File: config.mk
export PLATFORM = sky130hd
export DESIGN_NAME = heard_serializer
export DESIGN_NICKNAME = d
export VERILOG_FILES = /design/src/rtl/heard_serializer.sv
export SDC_FILE = /design/constraint.sdc
export NUM_CORES = 1
export LEC_CHECK = 0
export CAP_MARGIN = 20
export CORE_MARGIN = 2
export CORE_UTILIZATION = 45
export DETAILED_ROUTE_END_ITERATION = 7
export GPL_TIMING_DRIVEN = 0
export PLACE_DENSITY_LB_ADDON = 0.08
export SYNTH_ARGS = -nofsm -noshare
export SYNTH_HDL_FRONTEND = slang
export SYNTH_SLANG_ARGS = --single-unit
File: constraint.sdc
create_clock -name CLK -period 2 [get_ports CLK]
set_clock_uncertainty 0.2 [all_clocks]
set_input_delay 0.3 -clock CLK [delete_from_list [all_inputs] [get_ports CLK]]
set_output_delay 0.3 -clock CLK [all_outputs]
set_load 0.005 [all_outputs]
File: src/rtl/heard_serializer.sv
// heard_serializer: captures a 384-bit method/value message and streams it
// to the host link as a 13-word packet (one header word plus twelve payload
// words), counting every packet that is fully emitted.
module heard_serializer #(
    parameter logic [15:0] TAG = 16'h0001
) (
    input  logic         CLK,
    input  logic         RST,
    input  logic         heard__ENA,
    input  logic [191:0] heard_meth,
    input  logic [191:0] heard_v,
    output logic         heard__RDY,
    output logic         out__ENA,
    output logic [31:0]  out_data,
    output logic         out_last,
    input  logic         out__RDY,
    output logic [15:0]  pkt_count
);

    localparam logic [1:0] ST_IDLE = 2'd0;
    localparam logic [1:0] ST_HDR  = 2'd1;
    localparam logic [1:0] ST_PAY  = 2'd2;

    localparam logic [3:0]  LAST_IDX   = 4'd11;
    localparam logic [15:0] PAY_WORDS  = 16'd12;

    logic [1:0]   state_q, state_d;
    logic [3:0]   idx_q, idx_d;
    logic [383:0] hold_q, hold_d;
    logic [15:0]  pkt_q, pkt_d;

    logic accept;
    logic xfer;

    // Handshake decodes; ready depends only on registered state so there is
    // no combinational path from either enable input back to heard__RDY.
    assign heard__RDY = (state_q == ST_IDLE);
    assign out__ENA   = (state_q == ST_HDR) || (state_q == ST_PAY);
    assign accept     = heard__ENA && heard__RDY;
    assign xfer       = out__ENA && out__RDY;
    assign pkt_count  = pkt_q;

    // Next-state logic: the holding register is written only on acceptance,
    // the word index only advances on a transfer, and the packet counter
    // bumps on the transfer of the final payload word.
    always_comb begin
        state_d = state_q;
        idx_d   = idx_q;
        hold_d  = hold_q;
        pkt_d   = pkt_q;
        case (state_q)
            ST_IDLE: begin
                if (accept) begin
                    hold_d  = {heard_v, heard_meth};
                    idx_d   = 4'd0;
                    state_d = ST_HDR;
                end
            end
            ST_HDR: begin
                if (xfer) begin
                    idx_d   = 4'd0;
                    state_d = ST_PAY;
                end
            end
            ST_PAY: begin
                if (xfer) begin
                    if (idx_q == LAST_IDX) begin
                        idx_d   = 4'd0;
                        pkt_d   = pkt_q + 16'd1;
                        state_d = ST_IDLE;
                    end else begin
                        idx_d = idx_q + 4'd1;
                    end
                end
            end
            default: begin
                idx_d   = 4'd0;
                state_d = ST_IDLE;
            end
        endcase
    end

    // State registers with synchronous reset; reset wins over any
    // simultaneous acceptance or transfer, discarding an in-flight packet.
    always_ff @(posedge CLK) begin
        if (RST) begin
            state_q <= ST_IDLE;
            idx_q   <= 4'd0;
            hold_q  <= '0;
            pkt_q   <= 16'd0;
        end else begin
            state_q <= state_d;
            idx_q   <= idx_d;
            hold_q  <= hold_d;
            pkt_q   <= pkt_d;
        end
    end

    // Output word mux: header in HDR, holding-register word k in PAY (method
    // words occupy the low half, value words the high half), zero when idle.
    always_comb begin
        out_data = 32'h0;
        out_last = 1'b0;
        case (state_q)
            ST_HDR: out_data = {TAG, PAY_WORDS};
            ST_PAY: begin
                out_data = hold_q[{idx_q, 5'd0} +: 32];
                out_last = (idx_q == LAST_IDX);
            end
            default: out_data = 32'h0;
        endcase
    end

endmodule

==> results of run 1 <==
[area by class of cell]
cell class | count | area (sq um)
sequential | 406 | 8150
inverter | 7 | 38.8
multi-input combinational | 1507 | 9550
antenna | 3 | 7.51
timing repair buffer | 508 | 5110
clock inverter | 13 | 149
fill | 3120 | 11500
tap | 511 | 639
clock buffer | 66 | 1320
buffer | 163 | 1170
[critical path, cell delays in order (launching register included)]
cell and delay [ns]:
dfxtp_4 0.39, buf_12 0.13, buf_12 0.12, buf_16 0.13, buf_6 0.09, mux4_2 0.55
mux2i_4 0.24, o21ai_1 0.08, buf_2 0.15
[worst max path at each step]
stage	to	start	slack, ns	cells past startpoint
5_1_grt	out_data[2]	idx_q[0]	-0.97	8
6_report	out_data[2]	idx_q[0]	-0.94	8
2_1_floorplan	out_data[10]	idx_q[1]	0.009	6
3_5_place_dp	out_data[3]	idx_q[1]	-1.74	6
4_1_cts	out_data[3]	idx_q[0]	-0.95	8
3_3_place_gp	out_data[3]	idx_q[1]	-1.76	6
[layout by cell type (no fill, tap or decap), drive strengths merged, types with 2 or more instances in the layout]
cell type      instances
nand2                807
dfxtp                406
clkdlybuf4s50        402
a21oi                395
clkbuf               200
buf                  134
mux4                  67
mux2                  57
nor2b                 33
o31ai                 32
o22ai                 28
nor2                  11
o21ai                 10
nand3                  8
clkinv                 8
or3                    8
xnor2                  7
inv                    7
ha                     6
nor4                   4
mux2i                  4
nand4                  4
nor3                   4
diode                  3
bufinv                 3
xor2                   3
or4                    3
nand3b                 2
clkinvlp               2
and2                   2
[logic make-up after synthesis]
kind of cell,after synthesis,share of synthesized area [%]
AO/OA/AOI/OAI,471,14.5
flip-flops,406,47.1
multiplexers,128,12.7
adder cells (fa/ha/maj),6,0.435
AND/OR/NAND/NOR,892,20.6
buffers and inverters,179,4.15
XOR/XNOR,10,0.508
[stage by stage]
stage / hold slack, ns / std cells / TNS (ns) / power [uW]
final: 0.100 / 3184 / -29.88 / 26800
after global routing: 0.106 / 3183 / -31.39 / 27800
after CTS: 0.0916 / 3166 / -28.81 / 26300
after detailed placement: 0.243 / 3040 / -363.69 / 17100
after global placement: 0.238 / 3040 / -354.55 / 16900
after floorplan: 0.233 / 2092 / 0 / 14100
[sequential cells by signal, indices dropped and copies added (netlist names)]
signal     cells
pkt_count     16
idx_q          4
hold_q       384
state_q        2
[where the power goes]
group,leakage (uW),internal (uW),switching (uW)
Combinational,0.00587,3640,4800
Clock,0.000720,4920,3340
Sequential,0.00334,9330,719
[per-layer routing]
metal | track usage (%) | up-vias | part of all wire [%]
li1 | - | 8155 | -
met1 | 44.1 | 8498 | 40
met2 | 56.1 | 841 | 47
met3 | 5.61 | 172 | 8.5
met4 | 15.1 | 0 | 4.8
met5 | 0 | - | 0
[repair_timing]
action / CTS / global route
setup endpoints to repair: 441 / 127
buffers inserted: 50 / 18
gates cloned: 2 / 3
pin swaps: 56 / 51
gates resized for setup: 560 / 99
==> impl_summary.log, run 1 <==
INFO  metric status = finished with violations
INFO  metric failed_checks = setup timing
INFO  metric cp_max_fo = 6
INFO  metric dp.final_hpwl = between 50000 and 60000 um
INFO  metric startpoint_type = flip-flop
INFO  metric irDropWorstVdd = between 0.6 and 0.7 mV
INFO  metric drt_iter0_markers = roughly 1300
INFO  metric synth-edff-count = 0
INFO  metric vias = 17666
INFO  metric rsz0062_at_grt = true
INFO  metric critPathRequiredTime = roughly 1.5 ns
INFO  metric layout.nets = ~3000
INFO  metric timing.hold.worst_path_depth = 3
INFO  metric max_cap_violations = 0
INFO  metric totalWireLength = just over 70000 um
INFO  metric ys_seq_elements = about 410
INFO  metric antenna_found_initial = 3
INFO  metric firstDrtPassIters = 6
INFO  metric post-route-worst-setup-slack = -0.940 ns
INFO  metric yosys-top-cells-area = dfxtp_1 (47%), nand2_1 (18%), a21oi_1 (11%)
INFO  metric total_leakage_power = a little under 0.01 uW
INFO  metric rr_endpoint = pkt_count[15]
INFO  metric synth_ff_type = dfxtp_1
INFO  metric grt_usage = 34.0%
INFO  metric globalRouteOverflowTotal = 0
INFO  metric final-max-slew-violation-count = 0
INFO  metric route.detailed.vias_per_inst = between 5 and 6
INFO  metric timing_hold_violations_final = 0
INFO  metric hp-class = input port to flip-flop
INFO  metric r2r_start = idx_q[0]
INFO  metric p_per_area = ~1000 nW/um^2
INFO  metric worst-slew-pin-transition = slightly above 0.8 ns
INFO  metric post_synth_inst_count = roughly 2100
INFO  metric synthesis.area_per_instance = between 8 and 9 sq um
INFO  metric achievable-frequency = roughly 0.34 GHz
INFO  metric finalCoreUtilization = between 60% and 70%
INFO  metric grt_pass1_vias = ~17000
INFO  metric synth.largest_area_cell = dfxtp_1
INFO  metric floorplan.die_area = 39900 sq um
INFO  metric postSynth.asyncResetShare = 0%
INFO  metric drc = 0
INFO  metric number_of_nets_with_antenna_violations_after_detailed_routing = 0
INFO  metric synth_sequential_area_ratio = 47.1%
INFO  metric place.port_buffers = around 440
INFO  metric place.gp.congestion = about 0.92
INFO  metric fp.dieW = 200 um
INFO  metric period_share = 147%
INFO  metric post_synth_num_cell_types = 43
INFO  metric syn_to_final_growth = 51.5%
INFO  metric max-slew-margin-rel = between 40% and 50%
INFO  metric grt_first_pass_wirelength = roughly 100000 um
INFO  metric finalSetupViolations = 45
INFO  metric cts_hold_buf = 0
INFO  metric io_pins = between 400 and 500
INFO  metric arr_time_crit_path = about 2.4 ns
INFO  metric num_rows = a little over 70
INFO  metric reg2reg_depth = 9
INFO  metric synth_most_common_cell = nand2_1
INFO  metric fp.dieH = between 150 and 200 um
INFO  metric syn_nets = 2486
INFO  metric whs_endpoint = hold_q[201]
INFO  metric hold_start = heard_v[9]
INFO  metric period_minus_slack = roughly 2.9 ns
INFO  metric clock_path_buffers = 3
INFO  metric reg_to_reg_slack_setup = -0.32 ns
INFO  metric htreeDepth = 2
INFO  metric fp.coreArea = 37700 sq um
INFO  metric grt_max_degree = 20
INFO  metric dpl_cell_area = around 22000 sq um
INFO  metric post-place-ws = -1.74 ns
INFO  metric clk_pin_slew_worst_paths = about 0.06 ns
INFO  metric tritoncts = built
INFO  metric design_area = roughly 26000 sq um
INFO  metric worst_setup_path_end_kind = primary output
INFO  metric timing_worst_setup_path_type = flip-flop to primary output
INFO  metric cts_inserted_buffers = between 40 and 50
INFO  metric synth.cell_area = 17300 sq um
INFO  metric synthesis.yosys.warnings = 0
INFO  metric initial_utilization = ~46%
INFO  metric netlist.area_leader.share = a little under half
INFO  metric drive_gt1_share = about a fifth
INFO  metric ctsRootBufferMaster = clkbuf_16
INFO  metric clock-sinks = approximately 410
INFO  metric synthTopCellsByCount = nand2_1 (807), dfxtp_1 (406), a21oi_1 (395)
INFO  metric route.detailed.wl_per_inst = 22.2 um
INFO  metric worstSkewPairLatency = ~0.54 ns
(Power assumes the default switching activity.)
==> run 2: changes to the inputs <==
- TNS_END_PERCENT: not set -> 1
==> run 2 against run 1 <==
  * The run still ends with setup timing left
  * Critical path depth is the same
  * Design area shrank 2.0%
  * Maximum frequency shrank 1.2%
  * Non-clock buffer count shrank 25
  * First-iteration DRC count shrank 3.6%
  * Sequential power is essentially flat
  * Largest power group unchanged
==> impl_summary.log, run 2 (synthesized netlist as in run 1, its figures left out) <==
INFO  metric placed_cells = 3040 (unchanged)
INFO  metric cts_inserted_buffers = 43 (was 44)
INFO  metric io_pins = 439 (unchanged)
INFO  metric fill_cells = 3180 (was 3120)
INFO  metric clk_pin_slew_worst_paths = 0.06 ns (about the same)
INFO  metric failed_checks = setup timing (unchanged)
INFO  metric tritoncts = built (unchanged)
INFO  metric grt_max_degree = 15 (was 20)
INFO  metric clock_path_buffers = 3 (unchanged)
INFO  metric post-place-ws = -1.81 ns (was -1.74 ns)
INFO  metric p_seq_share = 37.1% (was 37.6%)
INFO  metric crit_slowest_cell = dfxtp_4 (was mux4_2)
INFO  metric r2r_start = idx_q[0] (unchanged)
INFO  metric floorplan.die_area = 39900 sq um (unchanged)
INFO  metric fp.coreArea = 37700 sq um (unchanged)
INFO  metric dp.final_hpwl = 51500 um (was 51800 um)
INFO  metric reg_to_reg_slack_setup = -0.29 ns (was -0.32 ns)
INFO  metric htreeDepth = 2 (unchanged)
INFO  metric status = finished with violations (unchanged)
INFO  metric mostFrequentLayoutCell = nand2_1 (unchanged)
INFO  metric global_route.peak_usage_layer = met2 (unchanged)
INFO  metric design_area = 25600 sq um (was 26100 sq um)
INFO  metric initial_utilization = 45.8% (unchanged)
INFO  metric worst_setup_path_end_kind = primary output (unchanged)
INFO  metric grt_pass1_vias = 16884 (was 17329)
INFO  metric grt_first_pass_wirelength = 99200 um (was 101000 um)
INFO  metric startpoint_type = flip-flop (unchanged)
INFO  metric sequential_cell_area = 8150 sq um (about the same)
INFO  metric place.port_buffers = 437 (unchanged)
INFO  metric rsz0062_at_grt = true (unchanged)
INFO  metric gr-usage-met2 = 56.0% (was 56.1%)
INFO  metric drt_iter0_markers = 1270 (was 1318)
INFO  metric netSwitchingPower = 8780 uW (was 8860 uW)
INFO  metric fp.dieW = 200 um (unchanged)
INFO  metric globalRouteOverflowTotal = 0 (unchanged)
INFO  metric timing.hold.worst_path_depth = 3 (unchanged)
INFO  metric grt_usage = 33.9% (was 34.0%)
INFO  metric total_leakage_power = 0.00963 uW (was 0.00992 uW)
INFO  metric largest_stage_delay_on_the_critical_path = 0.38 ns (was 0.55 ns)
INFO  metric fp.dieH = 200 um (unchanged)
INFO  metric largest_register = hold_q (unchanged)
INFO  metric timing.critical_path.mode_cell = buf_12 (unchanged)
INFO  metric clock-sinks = 406 (unchanged)
INFO  metric global_route_met1_usage = 42.0% (was 44.1%)
INFO  metric multi_input_gate_area_in_the_final_layout = 9250 sq um (was 9550 sq um)
INFO  metric firstDrtPassIters = 6 (unchanged)
INFO  metric period_minus_slack = 2.97 ns (was 2.94 ns)
INFO  metric max_cap_violations = 0 (unchanged)
INFO  metric largest_register_ffs = 384 (unchanged)
INFO  metric ctsRootBufferMaster = clkbuf_16 (unchanged)
INFO  metric cp_max_fo = 6 (unchanged)
INFO  metric whs_endpoint = hold_q[369] (was hold_q[201])
INFO  metric final_cell_mix = nand2_1 (779), clkdlybuf4s50_1 (403), a21oi_1 (393) (was nand2_1 (776), clkdlybuf4s50_1 (402), dfxtp_1 (392))
INFO  metric irDropWorstVdd = 0.747 mV (was 0.623 mV)
INFO  metric timing_worst_setup_path_type = flip-flop to primary output (unchanged)
INFO  metric arr_time_crit_path = 2.47 ns (was 2.44 ns)
INFO  metric grtUsageMet3 = 8.05% (was 5.61%)
INFO  metric route.detailed.vias_per_inst = 5.47 (was 5.55)
INFO  metric syn_to_final_growth = 48.4% (was 51.5%)
INFO  metric drive_gt1_share = 18.8% (was 21.1%)
INFO  metric hp-class = input port to flip-flop (unchanged)
INFO  metric worstSkewPairLatency = 0.54 ns (about the same)
INFO  metric number_of_nets_with_antenna_violations_after_detailed_routing = 0 (unchanged)
INFO  metric dpl_cell_area = 22300 sq um (about the same)
INFO  metric rr_endpoint = pkt_count[15] (unchanged)
INFO  metric worst-slew-pin-transition = 0.910 ns (was 0.828 ns)
INFO  metric drc = 0 (unchanged)
INFO  metric cellInternalPower = 18300 uW (was 17900 uW)
INFO  metric totalWireLength = 69700 um (was 70600 um)
INFO  metric period_share = 149% (was 147%)
INFO  metric power.share.switching = 32.5% (was 33.1%)
INFO  metric clkPwrFrac = 32.7% (was 30.9%)
INFO  metric comb_power_share = 30.3% (was 31.6%)
INFO  metric timing_hold_violations_final = 0 (unchanged)
INFO  metric route.detailed.wl_per_inst = 22.1 um (was 22.2 um)
INFO  metric final-max-slew-violation-count = 0 (unchanged)
INFO  metric reg2reg_depth = 5 (was 9)
INFO  metric p_per_area = 1060 nW/um^2 (was 1020 nW/um^2)
INFO  metric post-route-worst-setup-slack = -0.974 ns (was -0.940 ns)
INFO  metric hold_start = heard_v[177] (was heard_v[9])
INFO  metric finalSetupViolations = 45 (unchanged)
INFO  metric layout.cells.non_filler = 3158 (was 3184)
INFO  metric layout.nets = 3005 (was 3031)
INFO  metric achievable-frequency = 0.336 GHz (was 0.340 GHz)
INFO  metric num_rows = 71 (unchanged)
INFO  metric critical_path.cell_chain = buf_12, buf_16, buf_12, buf_12, mux2_4, o22ai_4, o31ai_4, dlygate4sd2_1 (was buf_12, buf_12, buf_16, buf_6, mux4_2, mux2i_4, o21ai_1, buf_2)
INFO  metric place.gp.congestion = 0.936 (was 0.920)
INFO  metric vias = 17290 (was 17666)
INFO  metric critPathRequiredTime = 1.50 ns (about the same)
INFO  metric cts_hold_buf = 0 (unchanged)
INFO  metric max-slew-margin-rel = 39.4% (was 44.8%)
INFO  metric antenna_found_initial = 5 (was 3)
-- run 2: through the flow --
| step | hold slack (ns) | util, % | power [uW] | setup TNS, ns |
|---|---|---|---|---|
| 2_1_floorplan | 0.233 | - | 14100 | -0.0567 |
| 3_3_place_gp | 0.238 | 59.2 | 16900 | -360.24 |
| 3_5_place_dp | 0.243 | 59.2 | 17100 | -378.82 |
| 4_1_cts | 0.0925 | 67.5 | 26700 | -30.79 |
| 5_1_grt | 0.109 | 68.0 | 28100 | -33.46 |
| 6_report | 0.105 | 68.0 | 27100 | -31.13 |
-- run 2: final cells by class --
type,count,share of cell area [%]
inverter,7,0.103
timing repair buffer,476,18.5
buffer,170,4.78
clock inverter,22,1.33
antenna,4,0.0391
clock buffer,55,4.78
sequential,406,31.8
multi-input combinational,1507,36.1
tap,511,2.50
-- run 2: what timing repair did --
item / CTS / global route
endpoints found under the hold margin: 0 / 0
cloned: 5 / 0
resized for setup: 483 / 81
endpoints found under the setup margin: 448 / 426
buffers inserted: 28 / 6
pin swaps: 37 / 17
-- run 2: power by group through the flow --
stage                     sequential, uW  clock [uW]  combinational [uW]
after floorplan                     9880           0                4220
after CTS                          10000        8850                7900
after detailed placement           10100           0                6930
after global routing               10100        9180                8810
after global placement             10100           0                6800
final                              10000        8840                8190
-- run 2: metal layers --
| layer | vias up | routed length [um] |
|---|---|---|
| met4 | 2 | 3660 |
| met1 | 8169 | 27000 |
| met2 | 832 | 32100 |
| met3 | 184 | 6870 |
| li1 | 8103 | - |
| met5 | - | 15 |
-- run 2: worst max path at each step --
stage / startpoint / endpoint / slack [ns] / cells past startpoint
after global routing: idx_q[0] / out_data[9] / -1.00 / 8
final: idx_q[0] / out_data[9] / -0.97 / 8
after global placement: idx_q[1] / out_data[3] / -1.74 / 6
after detailed placement: idx_q[1] / out_data[3] / -1.81 / 6
after CTS: idx_q[0] / out_data[20] / -0.97 / 8
after floorplan: idx_q[1] / out_data[10] / -0.006 / 6
-- run 2: worst max-delay path: cells and delay by family, from the launching register on --
kind / cells / cell delay [ns]
AO/OA/AOI/OAI: 2 / 0.36
buffers and inverters: 5 / 0.84
flip-flops: 1 / 0.38
multiplexers: 1 / 0.32
